===== config.mk =====
export PLATFORM = sky130hd
export DESIGN_NAME = ps2_rx
export DESIGN_NICKNAME = d
export VERILOG_FILES = /design/src/rtl/ps2_rx.sv
export SDC_FILE = /design/constraint.sdc
export NUM_CORES = 1
export LEC_CHECK = 0
export BUFFER_PORTS_ARGS = -buffer_cell sky130_fd_sc_hd__buf_2
export CORE_MARGIN = 5
export CORE_UTILIZATION = 35
export DETAILED_ROUTE_END_ITERATION = 8
export GPL_ROUTABILITY_DRIVEN = 0
export HOLD_SLACK_MARGIN = 0.06
export SYNTH_ARGS = -nofsm -noshare
export SYNTH_HDL_FRONTEND = slang
export SYNTH_SLANG_ARGS = --single-unit
export TNS_END_PERCENT = 50

===== constraint.sdc =====
create_clock -name clk_i -period 2.33 [get_ports clk_i]
set_input_delay 0.1165 -clock clk_i [delete_from_list [all_inputs] [get_ports clk_i]]
set_output_delay 0.1165 -clock clk_i [all_outputs]
set_load 0.01 [all_outputs]

===== src/rtl/ps2_rx.sv =====
// PS/2 device-to-host receiver: synchronizes and filters kclk, deserializes 11-bit frames into scan codes.
// Define PS2_RX_PARITY_CHECK_EN to drop odd-parity failures; otherwise the parity bit is ignored.
module ps2_rx #(
  parameter int FILTER_LEN     = 8,
  parameter int TIMEOUT_CYCLES = 2000
) (
  input  logic       clk_i,
  input  logic       rst_ni,
  input  logic       kclk_i,
  input  logic       kdata_i,
  output logic [7:0] keycode_o,
  output logic       keycode_valid_o,
  output logic       parity_err_o,
  output logic       frame_err_o
);

  localparam int FW = $clog2(FILTER_LEN);
  localparam int TW = $clog2(TIMEOUT_CYCLES);
  localparam logic [FW-1:0] FLT_MAX = FW'(FILTER_LEN - 1);
  localparam logic [TW-1:0] TO_MAX  = TW'(TIMEOUT_CYCLES - 1);
`ifdef PS2_RX_PARITY_CHECK_EN
  localparam bit PAR_EN = 1'b1;
`else
  localparam bit PAR_EN = 1'b0;
`endif

  typedef enum logic [1:0] {IDLE, DATA, PARITY, STOP} state_e;

  state_e        state_q, state_d;
  logic          kclk_s1_q, kclk_s_q, kdata_s1_q, kdata_s_q;
  logic          kclk_f_q, kclk_f_d, kclk_dly_q;
  logic [FW-1:0] flt_cnt_q, flt_cnt_d;
  logic [2:0]    bit_cnt_q, bit_cnt_d;
  logic [7:0]    shreg_q, shreg_d;
  logic          par_q, par_d;
  logic [TW-1:0] to_cnt_q, to_cnt_d;
  logic [7:0]    keycode_q, keycode_d;
  logic          valid_q, valid_d, perr_q, perr_d, ferr_q, ferr_d;
  logic          fall, timeout, parity_ok;

  // kclk_f only follows kclk_s after FILTER_LEN consecutive differing samples
  always_comb begin
    kclk_f_d  = kclk_f_q;
    flt_cnt_d = '0;
    if (kclk_s_q != kclk_f_q) begin
      if (flt_cnt_q == FLT_MAX) kclk_f_d = ~kclk_f_q;
      else                      flt_cnt_d = flt_cnt_q + 1'b1;
    end
  end

  assign fall      = kclk_dly_q & ~kclk_f_q;
  assign timeout   = (state_q != IDLE) && (to_cnt_q == TO_MAX) && !fall;
  assign parity_ok = ^{shreg_q, par_q};

  always_ff @(posedge clk_i) begin
    if (!rst_ni) begin
      state_q    <= IDLE;
      kclk_s1_q  <= 1'b1;
      kclk_s_q   <= 1'b1;
      kdata_s1_q <= 1'b1;
      kdata_s_q  <= 1'b1;
      kclk_f_q   <= 1'b1;
      kclk_dly_q <= 1'b1;
      flt_cnt_q  <= '0;
      bit_cnt_q  <= '0;
      shreg_q    <= '0;
      par_q      <= 1'b0;
      to_cnt_q   <= '0;
      keycode_q  <= '0;
      valid_q    <= 1'b0;
      perr_q     <= 1'b0;
      ferr_q     <= 1'b0;
    end else begin
      state_q    <= state_d;
      kclk_s1_q  <= kclk_i;
      kclk_s_q   <= kclk_s1_q;
      kdata_s1_q <= kdata_i;
      kdata_s_q  <= kdata_s1_q;
      kclk_f_q   <= kclk_f_d;
      kclk_dly_q <= kclk_f_q;
      flt_cnt_q  <= flt_cnt_d;
      bit_cnt_q  <= bit_cnt_d;
      shreg_q    <= shreg_d;
      par_q      <= par_d;
      to_cnt_q   <= to_cnt_d;
      keycode_q  <= keycode_d;
      valid_q    <= valid_d;
      perr_q     <= perr_d;
      ferr_q     <= ferr_d;
    end
  end

  always_comb begin
    state_d = state_q;
    if (timeout) state_d = IDLE;
    else if (fall) begin
      case (state_q)
        IDLE:    if (!kdata_s_q) state_d = DATA;
        DATA:    if (bit_cnt_q == 3'd7) state_d = PARITY;
        PARITY:  state_d = STOP;
        STOP:    state_d = IDLE;
        default: state_d = IDLE;
      endcase
    end
  end

  always_comb begin
    bit_cnt_d = bit_cnt_q;
    shreg_d   = shreg_q;
    par_d     = par_q;
    keycode_d = keycode_q;
    valid_d   = 1'b0;
    perr_d    = 1'b0;
    ferr_d    = timeout;
    to_cnt_d  = (fall || state_q == IDLE) ? '0 : to_cnt_q + 1'b1;
    if (fall) begin
      case (state_q)
        IDLE: bit_cnt_d = '0;
        DATA: begin
          shreg_d   = {kdata_s_q, shreg_q[7:1]};
          bit_cnt_d = bit_cnt_q + 1'b1;
        end
        PARITY: par_d = kdata_s_q;
        STOP: begin
          if (!kdata_s_q)               ferr_d = 1'b1;
          else if (PAR_EN && !parity_ok) perr_d = 1'b1;
          else begin
            valid_d   = 1'b1;
            keycode_d = shreg_q;
          end
        end
        default: ;
      endcase
    end
  end

  assign keycode_o       = keycode_q;
  assign keycode_valid_o = valid_q;
  assign parity_err_o    = perr_q;
  assign frame_err_o     = ferr_q;

endmodule


==> Word-level counts from Yosys, hierarchy flattened <==
Index checks and enable logic that the tools add are counted.
{ "word_totals": {"ff_bits": 43, "latchBits": 0, "mem_bits_rw": 0, "rom_bits": 0, "n_memories": 0} }
{ "op_classes": {"n_addsub": 3, "n_mul": 0, "n_div": 0, "n_lt_le_gt_ge": 0, "eq_ne": 9, "n_shift": 0, "mux": 8, "n_bitwise": 4, "n_reduce_logical": 16} }
{ "op_table": {"columns": ["operator", "count"], "rows": [
  ["adder 11 x 1 -> 11 bit, second input constant", 1],
  ["== test 11 bit, second input constant", 1],
  ["AND reduction 3 bit", 3],
  ["case mux 2 bit (4 select lines)", 1],
  ["adder 3 x 1 -> 3 bit, second input constant", 2],
  ["== test 3 bit, second input constant", 2],
  ["case mux 3 bit (2 select lines)", 1],
  ["AND reduction 2 bit", 3],
  ["== test 2 bit, second input constant", 2],
  ["2-to-1 mux 1 bit", 4],
  ["2-to-1 mux 2 bit", 2],
  ["inequality test 2 bit, second input constant", 2],
  ["nonzero test 2 bit", 2],
  ["OR reduction 2 bit", 2],
  ["inverter 1 bit", 3],
  ["OR reduction 3 bit", 1],
  ["== test 2 x 1 -> 1 bit, second input constant", 1],
  ["logical AND 1 bit", 2],
  ["zero test 2 bit", 1],
  ["bitwise AND 1 bit", 1],
  ["zero test 1 bit", 1],
  ["logical OR 1 bit", 1],
  ["inequality test 1 bit", 1]
]} }

==> Longest topological paths before layout <==
{ "depth": {"word_depth": 7, "mapped_depth": 6} }

==> Worst setup path before layout <==
No wires, ideal clock.
{ "synth_timing": {"path_type": "register to register", "from": "register state_q[0]", "to": "register state_q[1]", "setup_ps": 124, "arrival_time_ps": 1320, "required_ps": 2206, "setup_slack_ps": 886, "path_stages_with_launch": 6, "n_path_buf": 0, "cell_sequence": "dfxtp_1 inv_1 ha_1 or2_4 o41ai_4 nor2_1"} }
{ "synth_via": {"elab_chain_len": 4, "elab_cells_between_ends": 12, "cone_classes": "eq/ne: 5; mux: 1; reduce/logical: 6"} }
{ "synth_rtl": {"columns": ["element", "line", "text"], "rows": [
  ["start: declaration", "29", "state_e state_q, state_d;"],
  ["start signal: assignment", "74", "state_q <= state_d;"],
  ["branches (longest 4 deep; another with AND reduction 3 bit)", null, null]
]} }
Parallel ways; which one is timed is not known.
A chain may end at the register's enable or synchronous reset.

==> Final worst setup path <==
{ "layout_timing": {"from": "register state_q[1]", "to": "register state_q[0]"} }
Same word-level chain as after synthesis.

==> key figures <==
Status
  • Status: completed

Clock network
  • # clock sinks: 43
  • Clock transition at the registers of the reported paths: 80 ps
  • CTS H-tree lvls: 2
  • CTS tree: done
  • Clock Path Buffers: 2
  • CTS Buf Count: 5
  • Clk_lat worst skew: 290 ps
  • Setup bufs post-CTS: 0
  • Root Driver: clkbuf_8

Synthesis
  • Register area share after synthesis: 49.4%
  • Mapped Nets: 201
  • Post-synth top area cell: dfxtp_1
  • Area contributors post-synth: dfxtp_1, nand2_1, ha_1
  • Post-Synthesis Cells: 188
  • Synth top area share: 49.4%
  • Synth unique cells: 35
  • FF+latch count, synth: 43
  • EDFF count, synth: 0
  • Main flop type after synthesis: dfxtp_1
  • Fraction of registers with async set/reset: 0%
  • Synth warn: 0
  • Cell Area, Synth: 1740 sq um
  • Synth Area per Inst: 9.26 sq um
  • Most common library cells after synthesis: dfxtp_1, nand2_1, nor2_1

Floorplanning
  • Starting Density: 36.4%
  • I/O Pins: 15
  • Core area: 4790 sq um
  • Standard-cell row count: 25
  • Die height: 80.5 microns
  • Die width: 80.5 microns
  • Die area: 6490 sq um

Layout
  • Share of cells above drive strength 1: 12.2%
  • Antenna diodes: 0
  • Final Util: 42.0%
  • Final instance area: 2010 sq um
  • Layout Cells excl Fill: 272
  • Layout Nets: 217
  • Layout area overhead: 15.4%

Worst setup path
  • Startpoint Class: flop
  • CP Data Required Time: 2500 ps
  • Data arrival, critical path: 1720 ps
  • CP endpoint kind: flop
  • CP startpoint: state_q[1]$_SDFFE_PP0P_
  • Worst Reg-to-Reg Cells: 5
  • Reg2reg start: state_q[1]$_SDFFE_PP0P_
  • Worst setup path end: state_q[0]$_SDFFE_PP0P_
  • Crit path max fanout: 5
  • R2r setup slk: 780 ps
  • Critical path class: reg2reg
  • Terminus of the critical flop-to-flop path: state_q[0]$_SDFFE_PP0P_

Placed design
  • DP HPWL: 1920 microns
  • Number of placed cells counting well taps: 262
  • Dpl ws: 780 ps
  • Placed cell areas: 1860 sq um
  • PortBufs: 13

Worst hold path
  • Worst hold path type: in2reg
  • Worst hold stages: 2

Power
  • Flop pwr share: 51.3%
  • Switching power: 263 uW
  • Switching share of power: 18.2%
  • Static leakage power: 0.000750 uW
  • Power per cell area: 717 nW/um^2
  • Internal: 1180 uW
  • Max IR drop VDD: 0.318 mV
  • Comb pwr share: 1.7%
  • Clock power share: 47.1%

Drt
  • DRC viols: 0
  • Wire length per cell: 10.6 microns
  • Drt via density: 4.50
  • DRT antenna net count: 0
  • Drt total wl: 2870 microns
  • Vias: 1,224
  • Pre-Repair DR Iteration Count: 4
  • Initial DRC count: 64

Timing
  • Max-slew violation count: 0
  • Setup TNS: 0 ps
  • Fmax: 0.645 GHz
  • Final worst slack: 778 ps
  • Unrepaired setup endpoints after global routing: false
  • Worst slew pin tran: 520 ps
  • Post-route minimum period: 1550 ps
  • Final setup fails: 0
  • Part of the cycle the worst path needs: 66.6%
  • Relative slew slack: 65.3%
  • Setup Skew: 2.70 ps
  • Hold Vio Cnt, Final: 0

Job
  • Max-Cap Viols: 0

GRT
  • GR Util All Layers: 10.2%
  • Gr ovfl total: 0
  • Largest net degree at the start of global routing: 26
  • Vias in the first global route: 1,155
  • Antenna violations before repair: 0
  • First-pass GRT wire length: 5110 microns
[sequential cells by signal, indices dropped and copies added, names as in the netlist]
name	flops
kclk_s1_q	1
bit_cnt_q	3
keycode_valid_o	1
flt_cnt_q	3
kclk_s_q	1
kdata_s_q	1
shreg_q	8
keycode_o	8
kclk_dly_q	1
to_cnt_q	11
kdata_s1_q	1
kclk_f_q	1
frame_err_o	1
state_q	2
[how the worst min path moves through the flow]
stage | start | to | slack (ps)
3_5_place_dp | kdata_i | kdata_s1_q$_SDFF_PN1_ | 300
4_1_cts | rst_ni | kclk_dly_q$_SDFF_PN1_ | 80
5_1_grt | rst_ni | kclk_dly_q$_SDFF_PN1_ | 100
6_report | rst_ni | kclk_dly_q$_SDFF_PN1_ | 90
3_3_place_gp | kclk_i | kclk_s1_q$_SDFF_PN1_ | 300
2_1_floorplan | kclk_i | kclk_s1_q$_SDFF_PN1_ | 220
[worst max-delay path: stages (launching register included)]
cell     delay, ps
dfxtp_1        400
inv_1           80
ha_1           230
or2_4          280
o41ai_4        360
a21oi_1         80
[cells by family (layout without fill, tap and decap cells)]
family	Yosys count	count (layout)	synth area share, %
other	1	1	0.215
buffers and inverters	9	26	2.73
adders and majority gates	9	9	6.47
DFF	43	43	49.4
and+or+nand+nor	89	89	23.5
xor gates and xnor gates	8	8	4.02
muxes	3	3	1.72
AOI/OAI and AO/OA	26	26	11.9
[cells in the final DEF (no fill, tap or decap), drive strengths merged]
cell	count
a21boi	16
a21oi	2
a22oi	2
a311oi	1
a31oi	1
and2	4
and3	2
buf	14
bufinv	2
clkbuf	6
conb	1
dfxtp	43
dlygate4sd3	2
ha	9
inv	2
mux2i	3
nand2	43
nand2b	6
nand3	6
nand4	1
nor2	15
nor2b	5
nor3	3
nor3b	1
nor4	1
o21a	1
o21ai	1
o21bai	1
o41ai	1
or2	2
xnor2	7
xor2	1
[cell type report]
type / instances / area, sq um
clock buffers: 6 / 72.6
clock inverters: 2 / 60.1
fillers: 496 / 2780
inverters: 2 / 7.51
multi-input cells: 136 / 833
flip-flops and latches: 43 / 861
well taps: 67 / 83.8
repair buffers: 16 / 92.6
[power groups by stage]
stage               Clock (uW)  Sequential (uW)  Combinational [uW]
CTS                        694              740                24.2
detailed placement           0              757                21.6
global route               730              740                26.4
floorplan                    0              757                17.1
global placement             0              757                21.8
finish                     679              739                23.9
[per-layer routing]
| metal | part of all wire, % | global-route usage (%) | up-vias | wire length (microns) |
|---|---|---|---|---|
| met4 | 2.0 | 4.56 | 0 | 57 |
| met3 | 3.8 | 3.36 | 6 | 109 |
| met2 | 41 | 15.6 | 15 | 1180 |
| met1 | 53 | 12.9 | 556 | 1520 |
| met5 | 0 | 0 | - | 0 |
| li1 | - | - | 647 | - |
[per-stage QoR]
step / total power, uW / hold WS, ps
4_1_cts: 1460 / 81.7
3_3_place_gp: 779 / 300
3_5_place_dp: 779 / 299
2_1_floorplan: 774 / 218
5_1_grt: 1500 / 97.7
6_report: 1440 / 85.1
[repair_timing]
item	CTS	global route
hold buffers	2	0
resized for setup	0	0
hold endpoints to repair	2	0
Note: power is estimated with default switching activity, not from simulation.
